**config.mk**
```make
export PLATFORM = sky130hd
export DESIGN_NAME = enemy_spawn_scheduler_flat
export DESIGN_NICKNAME = d
export VERILOG_FILES = /design/src/rtl/enemy_spawn_scheduler_if.sv /design/src/rtl/enemy_spawn_scheduler.sv /design/src/flat_wrapper.sv
export SDC_FILE = /design/constraint.sdc
export NUM_CORES = 1
export LEC_CHECK = 0
export ABC_AREA = 1
export CAP_MARGIN = 15
export CORE_ASPECT_RATIO = 1.4
export CORE_UTILIZATION = 30
export DETAILED_ROUTE_END_ITERATION = 7
export GPL_TIMING_DRIVEN = 0
export PLACE_DENSITY_LB_ADDON = 0.05
export SLEW_MARGIN = 15
export SYNTH_ARGS = -nofsm -noshare
export SYNTH_HDL_FRONTEND = slang
export SYNTH_SLANG_ARGS = --single-unit
export TNS_END_PERCENT = 100
```
**constraint.sdc**
```tcl
create_clock -name clk -period 3.1 [get_ports clk]
set_input_delay 0.62 -clock clk [delete_from_list [all_inputs] [get_ports clk]]
set_output_delay 0.62 -clock clk [all_outputs]
set_load 0.005 [all_outputs]
```
**src/rtl/enemy_spawn_scheduler_if.sv**
```systemverilog
// Signal bundle between the game top level and the enemy spawn scheduler.
// Signal directions are named from the scheduler's side (_i into it, _o out of it).
interface enemy_spawn_scheduler_if #(
  parameter int NUM_ENEMIES = 3
);
  logic                      tick_i;
  logic                      start_i;
  logic                      collision_i;
  logic [10*NUM_ENEMIES-1:0] enemy_pos_y_i;
  logic [10*NUM_ENEMIES-1:0] enemy_offset_x_o;
  logic [NUM_ENEMIES-1:0]    enemy_enable_o;
  logic [NUM_ENEMIES-1:0]    enemy_park_o;
  logic                      freeze_o;
  logic [15:0]               score_o;
  logic [1:0]                state_o;

  modport master (
    output tick_i, start_i, collision_i, enemy_pos_y_i,
    input  enemy_offset_x_o, enemy_enable_o, enemy_park_o, freeze_o, score_o, state_o
  );

  modport slave (
    input  tick_i, start_i, collision_i, enemy_pos_y_i,
    output enemy_offset_x_o, enemy_enable_o, enemy_park_o, freeze_o, score_o, state_o
  );
endinterface

```
**src/rtl/enemy_spawn_scheduler.sv**
```systemverilog
// Enemy pool sequencer: spawns enemies into random lanes, retires those that
// leave the screen (scoring them), and freezes the pool after a player crash.
module enemy_spawn_scheduler #(
  parameter int NUM_ENEMIES = 3,
  parameter int LANE_COUNT  = 4,
  parameter int LANE_X0     = 160,
  parameter int LANE_PITCH  = 100,
  parameter int SPAWN_GAP   = 120,
  parameter int SCREEN_END  = 600,
  parameter int CRASH_HOLD  = 180
) (
  input logic                    clk,
  input logic                    reset,
  enemy_spawn_scheduler_if.slave bus
);

  localparam int GAP_W  = (SPAWN_GAP > 1) ? $clog2(SPAWN_GAP) : 1;
  localparam int HOLD_W = (CRASH_HOLD > 1) ? $clog2(CRASH_HOLD) : 1;
  localparam int IDX_W  = (NUM_ENEMIES > 1) ? $clog2(NUM_ENEMIES) : 1;

  localparam logic [GAP_W-1:0]  GAP_RELOAD  = GAP_W'(SPAWN_GAP - 1);
  localparam logic [HOLD_W-1:0] HOLD_RELOAD = HOLD_W'(CRASH_HOLD - 1);
  localparam logic [9:0]        X0          = 10'(LANE_X0);
  localparam logic [9:0]        Y_END       = 10'(SCREEN_END);
  localparam logic [2:0]        LANE_LAST   = 3'(LANE_COUNT - 1);

  typedef enum logic [1:0] {
    ST_IDLE  = 2'd0,
    ST_RUN   = 2'd1,
    ST_CRASH = 2'd2
  } state_e;

  state_e                    state_q;
  logic                      freeze_q;
  logic [15:0]               score_q;
  logic [NUM_ENEMIES-1:0]    active_q;
  logic [NUM_ENEMIES-1:0]    park_q;
  logic [10*NUM_ENEMIES-1:0] offset_q;
  logic [GAP_W-1:0]          gap_q;
  logic [HOLD_W-1:0]         hold_q;
  logic [2:0]                last_lane_q;
  logic [7:0]                lfsr_q;

  logic [7:0]             lfsr_d;
  logic [15:0]            score_d;
  logic [16:0]            score_sum;
  logic [NUM_ENEMIES-1:0] retire;
  logic [3:0]             retire_cnt;
  logic                   idle_found;
  logic [IDX_W-1:0]       idle_idx;
  logic                   spawn;
  logic [NUM_ENEMIES-1:0] spawn_mask;
  logic [2:0]             lane_raw;
  logic [2:0]             lane_pick;
  logic [9:0]             lane_x;

  // NOTE: every signal gets a default at the top of always_comb so no path leaves it unassigned (no latch).
  always_comb begin
    lfsr_d = lfsr_q;
    if (bus.tick_i) begin
      lfsr_d = {lfsr_q[6:0], lfsr_q[7] ^ lfsr_q[5] ^ lfsr_q[4] ^ lfsr_q[3]};
    end

    retire     = '0;
    retire_cnt = '0;
    for (int i = 0; i < NUM_ENEMIES; i++) begin
      if (active_q[i] && (bus.enemy_pos_y_i[10*i +: 10] == Y_END)) begin
        retire[i]  = 1'b1;
        retire_cnt = retire_cnt + 4'd1;
      end
    end
    score_sum = {1'b0, score_q} + {13'd0, retire_cnt};
    score_d   = score_sum[16] ? 16'hFFFF : score_sum[15:0];

    // Idle is judged before this cycle's retires, so a slot leaving now is not reused now.
    idle_found = 1'b0;
    idle_idx   = '0;
    for (int i = NUM_ENEMIES - 1; i >= 0; i--) begin
      if (!active_q[i]) begin
        idle_found = 1'b1;
        idle_idx   = IDX_W'(i);
      end
    end

    lane_raw  = 3'(lfsr_q % 8'(LANE_COUNT));
    lane_pick = lane_raw;
    if ((LANE_COUNT > 1) && (lane_raw == last_lane_q)) begin
      lane_pick = (lane_raw == LANE_LAST) ? 3'd0 : lane_raw + 3'd1;
    end
    lane_x = X0 + 10'(32'(lane_pick) * LANE_PITCH);

    spawn      = bus.tick_i && (gap_q == '0) && idle_found;
    spawn_mask = '0;
    if (spawn) begin
      spawn_mask[idle_idx] = 1'b1;
    end
  end

  // NOTE: state registers use non-blocking assignments so every register samples pre-edge values.
  always_ff @(posedge clk or negedge reset) begin
    if (!reset) begin
      state_q     <= ST_IDLE;
      freeze_q    <= 1'b0;
      score_q     <= '0;
      active_q    <= '0;
      park_q      <= '1;
      offset_q    <= {NUM_ENEMIES{X0}};
      gap_q       <= '0;
      hold_q      <= '0;
      last_lane_q <= '0;
      lfsr_q      <= 8'hA5;
    end else begin
      lfsr_q <= lfsr_d;
      unique case (state_q)
        ST_IDLE: begin
          active_q <= '0;
          park_q   <= '1;
          if (bus.start_i) begin
            state_q <= ST_RUN;
            score_q <= '0;
            gap_q   <= '0;
          end
        end
        ST_RUN: begin
          if (bus.collision_i) begin
            state_q  <= ST_CRASH;
            freeze_q <= 1'b1;
            hold_q   <= HOLD_RELOAD;
          end else begin
            active_q <= (active_q & ~retire) | spawn_mask;
            park_q   <= (park_q | retire) & ~spawn_mask;
            score_q  <= score_d;
            if (bus.tick_i) begin
              if (gap_q != '0) begin
                gap_q <= gap_q - GAP_W'(1);
              end else if (idle_found) begin
                offset_q[10*idle_idx +: 10] <= lane_x;
                last_lane_q                 <= lane_pick;
                gap_q                       <= GAP_RELOAD;
              end
            end
          end
        end
        ST_CRASH: begin
          if (bus.tick_i) begin
            if (hold_q == '0) begin
              state_q  <= ST_IDLE;
              freeze_q <= 1'b0;
              active_q <= '0;
              park_q   <= '1;
            end else begin
              hold_q <= hold_q - HOLD_W'(1);
            end
          end
        end
        default: state_q <= ST_IDLE;
      endcase
    end
  end

  assign bus.enemy_offset_x_o = offset_q;
  assign bus.enemy_enable_o   = active_q;
  assign bus.enemy_park_o     = park_q;
  assign bus.freeze_o         = freeze_q;
  assign bus.score_o          = score_q;
  assign bus.state_o          = state_q;

endmodule

```
**src/flat_wrapper.sv**
```systemverilog
// flat-port wrapper written by rule: the top's interface ports become plain ports
module enemy_spawn_scheduler_flat 
#(
  parameter int NUM_ENEMIES = 3,
  parameter int LANE_COUNT  = 4,
  parameter int LANE_X0     = 160,
  parameter int LANE_PITCH  = 100,
  parameter int SPAWN_GAP   = 120,
  parameter int SCREEN_END  = 600,
  parameter int CRASH_HOLD  = 180
)
  (clk, reset, bus_tick_i, bus_start_i, bus_collision_i, bus_enemy_pos_y_i, bus_enemy_offset_x_o, bus_enemy_enable_o, bus_enemy_park_o, bus_freeze_o, bus_score_o, bus_state_o);
  enemy_spawn_scheduler_if #(.NUM_ENEMIES(NUM_ENEMIES)) bus_i ();
  input logic clk;
  input logic reset;
  input wire logic [$bits(bus_i.tick_i)-1:0] bus_tick_i;
  input wire logic [$bits(bus_i.start_i)-1:0] bus_start_i;
  input wire logic [$bits(bus_i.collision_i)-1:0] bus_collision_i;
  input wire logic [$bits(bus_i.enemy_pos_y_i)-1:0] bus_enemy_pos_y_i;
  output wire logic [$bits(bus_i.enemy_offset_x_o)-1:0] bus_enemy_offset_x_o;
  output wire logic [$bits(bus_i.enemy_enable_o)-1:0] bus_enemy_enable_o;
  output wire logic [$bits(bus_i.enemy_park_o)-1:0] bus_enemy_park_o;
  output wire logic [$bits(bus_i.freeze_o)-1:0] bus_freeze_o;
  output wire logic [$bits(bus_i.score_o)-1:0] bus_score_o;
  output wire logic [$bits(bus_i.state_o)-1:0] bus_state_o;
  assign bus_i.tick_i = bus_tick_i;
  assign bus_i.start_i = bus_start_i;
  assign bus_i.collision_i = bus_collision_i;
  assign bus_i.enemy_pos_y_i = bus_enemy_pos_y_i;
  assign bus_enemy_offset_x_o = bus_i.enemy_offset_x_o;
  assign bus_enemy_enable_o = bus_i.enemy_enable_o;
  assign bus_enemy_park_o = bus_i.enemy_park_o;
  assign bus_freeze_o = bus_i.freeze_o;
  assign bus_score_o = bus_i.score_o;
  assign bus_state_o = bus_i.state_o;
  enemy_spawn_scheduler #(.NUM_ENEMIES(NUM_ENEMIES), .LANE_COUNT(LANE_COUNT), .LANE_X0(LANE_X0), .LANE_PITCH(LANE_PITCH), .SPAWN_GAP(SPAWN_GAP), .SCREEN_END(SCREEN_END), .CRASH_HOLD(CRASH_HOLD)) u_core (.clk(clk), .reset(reset), .bus(bus_i));
endmodule
```
=== Word-level counts from Yosys, hierarchy flattened ===
Cells that the tools add are included.
Widths: inputs -> output; s select.

* Add/sub/neg operators: 8
* $mul: 2
* Magnitude comparators: 2
* Equal/unequal tests: 15
* Shifts and indexed selects: 2
* Muxes and demuxes: 49
* Bitwise logic cells: 11
* Reduce and logical (&&, ||, !) cells: 20

{| class="wikitable"
|+ Operators by type and width
! cell !! count
|-
| $mux 16 || 3
|-
| $mux 7 || 5
|-
| $neg 6->34 || 1
|-
| $shift 10x34->30 const A || 1
|-
| $shiftx 10x34->30 || 1
|-
| $pmux 16 s2 || 1
|-
| $bwmux 30 || 1
|-
| $eq 10x10->1 const B || 3
|-
| $mux 3 || 9
|-
| $mux 8 || 3
|-
| $pmux 3 s3 || 2
|-
| $add 16x4->17 || 1
|-
| $pmux 8 s2 || 1
|-
| $reduce_and 4->1 || 4
|-
| $mux 2 || 7
|-
| $pmux 7 s2 || 1
|-
| $ne 2x2->1 const B || 6
|-
| $mux 1 || 11
|-
| $add 8x10->10 const A || 1
|-
| $reduce_and 5->1 || 2
|-
| $logic_not 8->1 || 1
|-
| $mul 3x5->8 const B || 1
|-
| $mux 4 || 2
|-
| $sub 8x1->8 const B || 1
|-
| 27 further kinds || 40
|}

* Register bits: 81
* Input bits: 35
* Word-level logic and storage cells: 119

=== Logic depth before layout (Yosys ltp) ===
Gate-level depths: netlist (run 1).

* Depth after elaboration: 12
* Depth in mapped cells: 19

=== Worst setup path before layout (run 1) ===
No wires, ideal clock.

* Path type: input port to flip-flop
* From: in bus_enemy_pos_y_i[12]
* To: reg u_core.score_q[6], in the netlist u_core.bus.score_o[6]
* Library setup time: 0.126 ns
* Arrival: 2.767 ns
* Setup slack: 0.207 ns
* Stages on the path: 15
* Cell sequence: nor4_1 -> nand4_1 -> ha_1 -> xor2_1 -> inv_1 -> ha_1 -> fa_1 -> nand2_1 -> nand2_1 -> nand2_1 -> nor2_1 -> nand3_2 -> o21ai_0 -> nand2_1 -> o21ai_0

* Word-level cells in the longest chain between the ends: 9

{| class="wikitable"
|+ Ends and longest elaborated chain
! what !! line !! source
|-
| from (decl) || flat_wrapper.sv:19 || <nowiki>input wire logic [$bits(bus_i.enemy_pos_y_i)-1:0] bus_enemy_pos_y_i;</nowiki>
|-
| $eq 10x10->1 (*) || enemy_spawn_scheduler.sv:67 || <nowiki>if (active_q[i] && (bus.enemy_pos_y_i[10*i +: 10] == Y_END)) begin</nowiki>
|-
| $logic_and 1x1->1 (*) || enemy_spawn_scheduler.sv:67 ||
|-
| $mux 4 (*) || enemy_spawn_scheduler.sv:67 ||
|-
| $add 4x1->4 || enemy_spawn_scheduler.sv:69 || <nowiki>retire_cnt = retire_cnt + 4'd1;</nowiki>
|-
| $mux 4 (*) || enemy_spawn_scheduler.sv:67 ||
|-
| $add 16x4->17 (*) || enemy_spawn_scheduler.sv:72 || <nowiki>score_sum = {1'b0, score_q} + {13'd0, retire_cnt};</nowiki>
|-
| $mux 16 (*) || enemy_spawn_scheduler.sv:73 || <nowiki>score_d = score_sum[16] ? 16'hFFFF : score_sum[15:0];</nowiki>
|-
| $mux 16 (*) || enemy_spawn_scheduler.sv:125 || <nowiki>if (bus.collision_i) begin</nowiki>
|-
| $pmux 16 s2 (*) || enemy_spawn_scheduler.sv:114 || <nowiki>unique case (state_q)</nowiki>
|-
| to (signal assigned) || enemy_spawn_scheduler.sv:132 || <nowiki>score_q <= score_d;</nowiki>
|-
| to (decl) || enemy_spawn_scheduler.sv:35 || <nowiki>logic [15:0] score_q;</nowiki>
|}

Every way passes the cells marked *; elsewhere a longest branch is shown, timed or not. The select of a mux whose other input is x is not followed.
A chain may end at the register's enable or synchronous reset.

=== Final worst setup path (run 1) ===
* From: in bus_enemy_pos_y_i[11]
* To: reg u_core.score_q[5], in the netlist u_core.bus.score_o[5]

The elaborated chain is that of the path after synthesis.

==> qor.yml, run 1 <==
ys_seq_elements: 80
end_kind: "flip-flop"
root_buffer: "clkbuf_16"
r2r_setup_slack_ps: 400
worstSkewPairLatency_ps: 340
final_layout_size_suffix_gt1_share_pct: 14.6
outcome: "finished, final reports clean"
hold_class: "in2async"
max_stage_delay_ps: 410
yosysTopAreaCell: "dfrtp_1"
cp_slowest_cell: "clkdlybuf4s50_1"
synthToLayoutAreaGrowth_pct: 38.0
grt_pass1_vias: 4304
start_kind: "primary input"
portBuffers: 89
clkTransAtPathRegs_ps: 70
cts_tree: "done"
powerDensity_mw_per_mm2: 674
synth_seq_area_share_pct: 43.9
synthDominantCellAreaShare_pct: 36.5
gp_congestion: 0.820
die_height_um: 148
max_cap_viol_count: 0
layout.nets: 782
io_pins: 90
drt_iter0_markers: 165
synth_ff_type: "dfrtp_1"
finalHoldViolCount: 0
core_mm2: 0.0150
antenna_cells: 0
antenna_found_initial: 0
synth_area_mm2: 0.00460
path_common_cell: "nand2_4"
synthCells: 615
syn_area_per_cell_um2: 7.47
skew_ps: 7.40
rows: 53
syn_nets: 664
tightest_slew_ps: 828
finish.utilization_pct: 42.3
fill_cells: 1567
worstSetupPathType: "in2reg"
fin_crit_ps: 2930
synth.area.top_cells: "dfrtp_1 (36%), nand2_1 (16%), inv_1 (7.5%)"
post-route-period-util_pct: 94.4
drv_slew: 0
final_cells: 930
cts_max_path_buffers: 2
drt-wirelength-per-cell_um: 13.7
dr_total_vias: 4269
p_leak_uw: 0.00322
postCtsHoldBufs: 0
hpwl_um: 9380
worstPathCellList: "clkdlybuf4s50_1 -> nor2_2 -> nand4_1 -> ha_1 -> xor2_1 -> inv_1 -> ha_4 -> fa_2 -> nand2_2 -> nand2_4 -> nand2_4 -> nor2_4 -> nand3_4 -> nand3_2 -> nand2_1 -> o21ai_0"
path_delay_family: "simple AND/OR/NAND/NOR gates"
grt_max_degree: 50
dp_cells: 897
h-tree-depth: 3
drc: 0
gr-total-overflow: 0
synthArstFlopShare_pct: 100
slew-limit-headroom_pct: 44.4
crit_required_ps: 3360
worstPathBufferInverterCount: 2
dieArea_mm2: 0.0158
antenna_left: 0
tns_ps: 0
numCtsBuffers: 9
die_w_um: 107
grt_usage_pct: 16.8
total_power_uw: 4270
timing.fmax_ghz: 0.342
firstDrtPassIters: 4
worst_ep_arrival_time_ps: 3180
peakVddDrop_uv: 455
crit_fanout: 5
via_per_inst: 4.59
setup_viol: 0
clkSinkCount: 80
grt_pass1_wl_um: 20800
yosys.cell_types.count: 35
start_util_pct: 30.7
wirelength_um: 12700
synth-edff-count: 0
synth-warning-count: 0
## worst register-to-register path: cells and delay by family (launching register included)
| kind | cells | cell delay (ps) |
|---|---|---|
| xor+xnor | 1 | 150 |
| flops | 1 | 530 |
| fa+ha+maj | 3 | 740 |
| simple gates | 8 | 1080 |
| buf+inv | 1 | 90 |
| compound gates | 1 | 60 |
## path summary, 6_finish.rpt
kind                                                 start                              end  depth (start not counted)
max                                  bus_enemy_pos_y_i[11]            u_core.bus.score_o[5]                         16
min                                                  reset                 u_core.hold_q[3]                          1
max reg2reg                   u_core.bus.enemy_enable_o[1]            u_core.bus.score_o[5]                         14
min reg2reg                u_core.bus.enemy_offset_x_o[24]  u_core.bus.enemy_offset_x_o[24]                          2
max in group asynchronous                            reset       u_core.bus.enemy_park_o[0]                          2
min in group clk           u_core.bus.enemy_offset_x_o[24]  u_core.bus.enemy_offset_x_o[24]                          2
## synthesized netlist by cell type (4+ instances only)
master / count
nand2_1: 199
inv_1: 92
dfrtp_1: 67
nor2_1: 56
nand3_1: 47
o21ai_0: 47
dfstp_2: 13
ha_1: 13
xor2_1: 11
o21ai_2: 10
nand4_1: 6
o21ai_1: 6
buf_6: 4
inv_2: 4
nor2_2: 4
nor2_4: 4
## cells by family (layout without fill, tap and decap cells)
kind of cell               Yosys count  count (layout)  share of synthesized area (%)
AOI/OAI and AO/OA                   68              68                           8.30
xor gates and xnor gates            14              14                           2.67
adders and majority gates           14              14                           3.98
buffers and inverters              105             227                           9.42
DFF                                 80              80                           43.9
and+or+nand+nor                    334             335                           31.7
## metal layers
metal | vias to the layer above | track usage [%] | share of wire, %
met4 | 0 | 6.64 | 2.0
met3 | 14 | 3.55 | 4.3
met2 | 75 | 30.5 | 52
met5 | - | 0 | 0
li1 | 2163 | - | -
met1 | 2017 | 19.0 | 42
## metrics by stage
stage	hold slack (ps)	area (um2)	setup slack, ps
floorplan	324	4600	207
global placement	451	5730	-1770
detailed placement	455	5750	-834
CTS	251	6260	-3.97
global route	268	6340	-3.84
finish	228	6340	173
## area by class of cell
| type | instances | area [um2] | area share, % |
|---|---|---|---|
| inverter | 97 | 367 | 5.78 |
| clock buffer | 11 | 233 | 3.67 |
| multi-input combinational | 431 | 2280 | 36.0 |
| buffer | 8 | 68.8 | 1.09 |
| sequential | 80 | 2020 | 31.8 |
| tap | 192 | 240 | 3.79 |
| clock inverter | 5 | 81.3 | 1.28 |
| timing repair buffer | 106 | 1050 | 16.6 |
## state kept, by name, summed over array words and instances (netlist names)
| register | cells |
|---|---|
| u_core.bus.enemy_enable_o | 3 |
| u_core.bus.enemy_offset_x_o | 30 |
| u_core.bus.enemy_park_o | 3 |
| u_core.bus.freeze_o | 1 |
| u_core.bus.score_o | 16 |
| u_core.bus.state_o | 2 |
| u_core.gap_q | 7 |
| u_core.hold_q | 8 |
| u_core.last_lane_q | 2 |
| u_core.lfsr_q | 8 |
## report_power, final
part / total, uW / internal, uW / leakage [uW] / switching [uW]
Combinational: 1700 / 651 / 0.00204 / 1050
Sequential: 1430 / 1280 / 0.00103 / 154
Clock: 1140 / 706 / 0.000150 / 434
## timing repair
item,CTS,global route
setup buffers,14,2
endpoints found under the setup margin,16,16
cloned,1,0
pin swaps,7,14
resized for setup,31,26
## cells in the final DEF, fill, tap and decap left out, types with 8 or more instances in the layout
cell             synthesis  final
ha_1                    13     12
xor2_1                  11     11
buf_4                    2     19
dlymetal6s2s_1           0      9
nand2_1                199    194
nand3_2                  3      8
nor2_1                  56     53
clkbuf_16                0      9
nand3_1                 47     41
o21ai_1                  6     12
o21ai_2                 10     13
inv_1                   92     90
o21ai_0                 47     38
clkdlybuf4s50_1          0     75
dfstp_2                 13     13
dfrtp_1                 67     67
Note: power is estimated with default switching activity, not from simulation.
==> inputs of run 2 (changes only) <==
CTS_BUF_LIST = sky130_fd_sc_hd__clkbuf_4 sky130_fd_sc_hd__clkbuf_8 sky130_fd_sc_hd__clkbuf_16   (was default)
==> qor.yml, run 2 (synthesis gave the netlist of run 1 again) <==
start_kind: "primary input"
antenna_found_initial: 0  # unchanged
root_buffer: "clkbuf_16"
clkSinkCount: 80  # unchanged
timing.fmax_ghz: 0.342  # unchanged
seq_area_mm2: 0.00202  # unchanged
worstPathBufferInverterCount: 2  # unchanged
hold_class: "in2async"
path_common_cell: "nand2_4"
gp_congestion: 0.820  # unchanged
peakVddDrop_uv: 455  # about the same
hpwl_um: 9380  # unchanged
dieArea_mm2: 0.0158  # unchanged
powerDensity_mw_per_mm2: 676  # +0.28%
end_kind: "flip-flop"
antenna_left: 0  # unchanged
fill_cells: 1566  # -0.064%
worstSetupPathType: "in2reg"
drv_slew: 0  # unchanged
via_per_inst: 4.59  # about the same
cp_slowest_cell: "clkdlybuf4s50_1"
firstDrtPassIters: 4  # unchanged
drt-wirelength-per-cell_um: 13.7  # unchanged
skew_ps: 7.40  # unchanged
cp-endpoint: "u_core.bus.score_o[5]"
die_height_um: 148  # unchanged
gr-total-overflow: 0  # unchanged
fin_crit_ps: 2930  # unchanged
io_pins: 90  # unchanged
timing.rr.end: "u_core.bus.score_o[5]"
postCtsHoldBufs: 0  # unchanged
drc: 0  # unchanged
synthToLayoutAreaGrowth_pct: 38.2
r2r_setup_slack_ps: 400  # about the same
h-tree-depth: 3  # unchanged
largest_register_ff_count: 30  # unchanged
tightest_slew_ps: 828  # unchanged
max_cap_viol_count: 0  # unchanged
worstPathCellList: "clkdlybuf4s50_1 -> nor2_2 -> nand4_1 -> ha_1 -> xor2_1 -> inv_1 -> ha_4 -> fa_2 -> nand2_2 -> nand2_4 -> nand2_4 -> nor2_4 -> nand3_4 -> nand3_2 -> nand2_1 -> o21ai_0"
wirelength_um: 12700  # unchanged
p_leak_uw: 0.00323  # +0.21%
cp.depth: 16  # unchanged
slew-limit-headroom_pct: 44.4  # unchanged
numCtsBuffers: 9  # unchanged
start_util_pct: 30.7  # unchanged
max_stage_delay_ps: 410  # about the same
grt_pass1_wl_um: 20800  # unchanged
crit_fanout: 5  # unchanged
cts_max_path_buffers: 2  # unchanged
worstSkewPairLatency_ps: 340  # about the same
layout.nets: 782  # unchanged
rr_startpoint: "u_core.bus.enemy_enable_o[1]"
final_common_cell: "nand2_1"
most-common-layout-cells: "nand2_1 (194), inv_1 (90), clkdlybuf4s50_1 (75), dfrtp_1 (67), nor2_1 (53)"
outcome: "finished, final reports clean"
antenna_cells: 0  # unchanged
worstRegToRegCells: 14  # unchanged
total_power_uw: 4290  # +0.40%
core_mm2: 0.0150  # unchanged
path_delay_family: "simple AND/OR/NAND/NOR gates"
startpoint: "bus_enemy_pos_y_i[11]"
crit_required_ps: 3360  # about the same
cts_tree: "done"
die_w_um: 107  # unchanged
multi_input_area_mm2: 0.00228  # unchanged
setup_viol: 0  # unchanged
final_layout_size_suffix_gt1_share_pct: 14.9  # +0.27 points
finalHoldViolCount: 0  # unchanged
dr_total_vias: 4270  # +0.023%
holdWs_ps: 228  # unchanged
clkTransAtPathRegs_ps: 70  # about the same
grt_max_degree: 50  # unchanged
grt_usage_pct: 16.8  # unchanged
grt_pass1_vias: 4304  # unchanged
worst_ep_arrival_time_ps: 3180  # about the same
rows: 53  # unchanged
portBuffers: 89  # unchanged
drt_iter0_markers: 165  # unchanged
post-route-period-util_pct: 94.4  # unchanged
run 2: worst min-delay path by stage:
stage                               startpoint                               to  slack, ps  cells after the start
2_1_floorplan                            reset     u_core.bus.enemy_enable_o[0]        320                      0
3_3_place_gp   u_core.bus.enemy_offset_x_o[21]  u_core.bus.enemy_offset_x_o[21]        450                      2
3_5_place_dp   u_core.bus.enemy_offset_x_o[21]  u_core.bus.enemy_offset_x_o[21]        460                      2
4_1_cts                                  reset                 u_core.hold_q[3]        250                      1
5_1_grt                                  reset                 u_core.hold_q[3]        270                      1
6_report                                 reset                 u_core.hold_q[3]        230                      1
run 2: final cells by class:
| class | count | share of cell area [%] |
|---|---|---|
| clock buffers | 11 | 3.78 |
| plain buffers | 8 | 1.08 |
| repair buffers | 106 | 16.6 |
| clock inverters | 5 | 1.28 |
| inverters | 97 | 5.77 |
| flip-flops and latches | 80 | 31.8 |
| well taps | 192 | 3.78 |
| multi-input cells | 431 | 36.0 |
run 2: timing repair:
action                                  4_1_cts  5_1_grt
endpoints found under the setup margin       16       16
buffers inserted                             14        2
gates cloned                                  1        0
pin swaps                                     7       14
resized for setup                            31       26
run 2: through the flow:
| stage | cell area [um2] | cells | setup TNS (ps) | util, % | worst slack [ps] |
|---|---|---|---|---|---|
| final | 6350 | 930 | 0 | 42.4 | 173 |
| after global routing | 6350 | 930 | -3.84 | 42.4 | -3.84 |
| after CTS | 6270 | 928 | -3.97 | 41.8 | -3.97 |
| after detailed placement | 5750 | 897 | -12190 | 38.4 | -834 |
| after global placement | 5730 | 896 | -139300 | 38.2 | -1770 |
| after floorplan | 4600 | 615 | 0 | - | 207 |
run 2: power by group:
| group | internal, uW | total [uW] | switching [uW] |
|---|---|---|---|
| combinational | 651 | 1700 | 1050 |
| sequential | 1280 | 1430 | 155 |
| clock | 724 | 1160 | 434 |
run 2: per-layer routing:
layer  vias up  track usage, %  wire (um)
met4         0            6.64        258
met5         -               0          0
li1       2163               -          -
met3        14            3.55        547
met2        75            30.5       6590
met1      2018            19.0       5340
run 2: worst register-to-register path, cell delays in order, from the launching register on:
cell and delay (ps):
dfrtp_1 530, nand4_1 270, ha_1 390, xor2_1 150, inv_1 90, ha_4 140, fa_2 210, nand2_2 70
nand2_4 100, nand2_4 80, nor2_4 230, nand3_4 160, nand3_2 130, nand2_1 40, o21ai_0 60
==> inputs of run 3 (changes only) <==
ABC_CLOCK_PERIOD_IN_PS = 2700   (was default)
CTS_BUF_LIST = sky130_fd_sc_hd__clkbuf_8   (was sky130_fd_sc_hd__clkbuf_4 sky130_fd_sc_hd__clkbuf_8 sky130_fd_sc_hd__clkbuf_16)
clock period = 2.7 ns   (was 3.1 ns; I/O delays follow)
==> qor.yml, run 3 (synthesis gave the netlist of run 1 again) <==
peakVddDrop_uv: 574  # +26%
p_switching_uw: 1870  # +14%
use_met1_pct: 19.3  # +0.30 points
tightest_slew_ps: 759  # -68.3 ps
antenna_found_initial: 0  # unchanged
drt-wirelength-per-cell_um: 13.7  # about the same
dr_total_vias: 4174  # -2.2%
gr-total-overflow: 0  # unchanged
rows: 53  # unchanged
layout.nets: 773  # -1.2%
pre_cts_ws_ps: -895  # -60.4 ps
final_layout_size_suffix_gt1_share_pct: 16.5  # +1.6 points
cts_max_path_buffers: 2  # unchanged
via_per_inst: 4.53  # -1.3%
sequentialPowerShare_pct: 36.3  # +3.0 points
hpwl_um: 9430  # +0.54%
numCtsBuffers: 9  # unchanged
drc: 0  # unchanged
crit_required_ps: 2940  # -420 ps
pwr-share-clk_pct: 20.5  # -6.5 points
portBuffers: 89  # unchanged
io_pins: 90  # unchanged
grt_pass1_wl_um: 21300  # +2.4%
cts_tree: "done"
p_int_uw: 2640  # -0.50%
finish.utilization_pct: 41.0  # -1.4 points
place_area_mm2: 0.00576  # +0.13%
skew_ps: 14.8  # +7.36 ps
timing.rr.end: "u_core.bus.score_o[7]"
crit_fanout: 5  # unchanged
p_leak_uw: 0.00306  # -5.3%
max_cap_viol_count: 0  # unchanged
antenna_cells: 0  # unchanged
synthToLayoutAreaGrowth_pct: 33.6
dieArea_mm2: 0.0158  # unchanged
finalInstanceArea_mm2: 0.00614  # -3.3%
drv_slew: 0  # unchanged
fin_crit_ps: 2540
outcome: "finished, final reports clean"
core_mm2: 0.0150  # unchanged
antenna_left: 0  # unchanged
root_buffer: "clkbuf_8"
use_met3_pct: 3.99  # +0.44 points
grt_usage_pct: 17.2  # +0.41 points
postCtsHoldBufs: 0  # unchanged
powerDensity_mw_per_mm2: 734  # +8.7%
rr_startpoint: "u_core.bus.enemy_enable_o[0]"
worstRegToRegCells: 14  # unchanged
worst_ep_arrival_time_ps: 2780  # -400 ps
final_common_cell: "nand2_1"
h-tree-depth: 3  # unchanged
largest_register_ff_count: 30  # unchanged
start_kind: "primary input"
drt_iter0_markers: 157  # -4.8%
gp_congestion: 0.770  # -6.2%
worstSetupPathType: "in2reg"
worstSkewPairLatency_ps: 360  # +20 ps
combPwrFrac_pct: 43.2  # +3.5 points
timing.fmax_ghz: 0.393
hold_class: "in2async"
clkTransAtPathRegs_ps: 90  # +20 ps
clkSinkCount: 80  # unchanged
setup_viol: 0  # unchanged
power_switching_share_pct: 41.5  # +3.3 points
setup_slack_ps: 156  # -17.0 ps
total_power_uw: 4510  # +5.1%
startpoint: "bus_enemy_pos_y_i[20]"
post-route-period-util_pct: 94.2
rsz0062_at_grt: "true"
finalHoldViolCount: 0  # unchanged
firstDrtPassIters: 4  # unchanged
most-common-layout-cells: "nand2_1 (195), inv_1 (89), clkdlybuf4s50_1 (68), dfrtp_1 (65), nor2_1 (47)"
grt_max_degree: 51  # +2.0%
die_height_um: 148  # unchanged
die_w_um: 107  # unchanged
start_util_pct: 30.7  # unchanged
slew-limit-headroom_pct: 49.0  # +4.6 points
wirelength_um: 12600  # -0.89%
r2r_setup_slack_ps: 270  # -130 ps
grt_pass1_vias: 4340  # +0.84%
end_kind: "flip-flop"
grtUsageMet2_pct: 31.6  # +1.2 points
grt_busiest_layer: "met2"
run 3: changes by cell type in the layout (fill, tap and decap cells not counted), moves of 6 or more:
cell	change
clkbuf_16	-9
nor2_1	-6
clkdlybuf4s50_1	-7
clkbuf_2	+7
nor2_2	+6
dlymetal6s2s_1	-9
clkbuf_8	+9
buf_4	-10
run 3: layer usage:
layer / up-vias / part of all wire (%)
met5: - / 0
met4: 0 / 1.4
met3: 14 / 4.2
met2: 72 / 54
met1: 1948 / 41
li1: 2140 / -
run 3: worst max path at each step:
stage | end | slack (ps) | cells past startpoint
floorplan | u_core.bus.score_o[0] | 10 | 15
global placement | u_core.bus.enemy_offset_x_o[14] | -2140 | 1
detailed placement | u_core.bus.score_o[4] | -890 | 17
CTS | u_core.bus.score_o[7] | 10 | 18
global route | u_core.bus.score_o[6] | -10 | 17
finish | u_core.bus.score_o[7] | 160 | 17
run 3: area by class of cell:
class | count | area [um2]
timing repair buffer | 97 | 928
multi-input combinational | 431 | 2310
fill | 1583 | 8850
tap | 192 | 240
buffer | 8 | 68.8
clock buffer | 9 | 124
inverter | 97 | 364
sequential | 80 | 2020
clock inverter | 7 | 78.8
run 3: repair_timing:
item | in CTS | in global routing
hold endpoints to repair | 0 | 0
buffers inserted | 5 | 2
setup endpoints to repair | 16 | 16
gates resized for setup | 61 | 39
gates cloned | 1 | 0
pin swaps | 18 | 18
run 3: through the flow:
| step | TNS, ps | hold WS (ps) | cells |
|---|---|---|---|
| after CTS | 0 | 112 | 919 |
| after global routing | -11.5 | 136 | 921 |
| after floorplan | 0 | 244 | 615 |
| final | 0 | 116 | 921 |
| after global placement | -168890 | 452 | 896 |
| after detailed placement | -12920 | 452 | 897 |
run 3: critical path, cell delays in order:
cell and delay (ps):
clkdlybuf4s50_1 410, nor2_2 130, nand3_1 90, nor2_2 120
nand3_2 120, xor2_1 150, inv_1 80, ha_4 160
fa_2 350, nand2_2 90, nand2_4 70, nand2_4 100
nor2_4 70, nand3_4 100, nand3_2 80, nand2_1 60
o21ai_1 60
run 3: power groups by stage:
stage	registers, uW	logic, uW	clock network, uW
final	1640	1950	924
after global routing	1680	2230	1010
after CTS	1640	1980	973
after detailed placement	1660	1980	0
after global placement	1660	1930	0
after floorplan	1640	1290	0
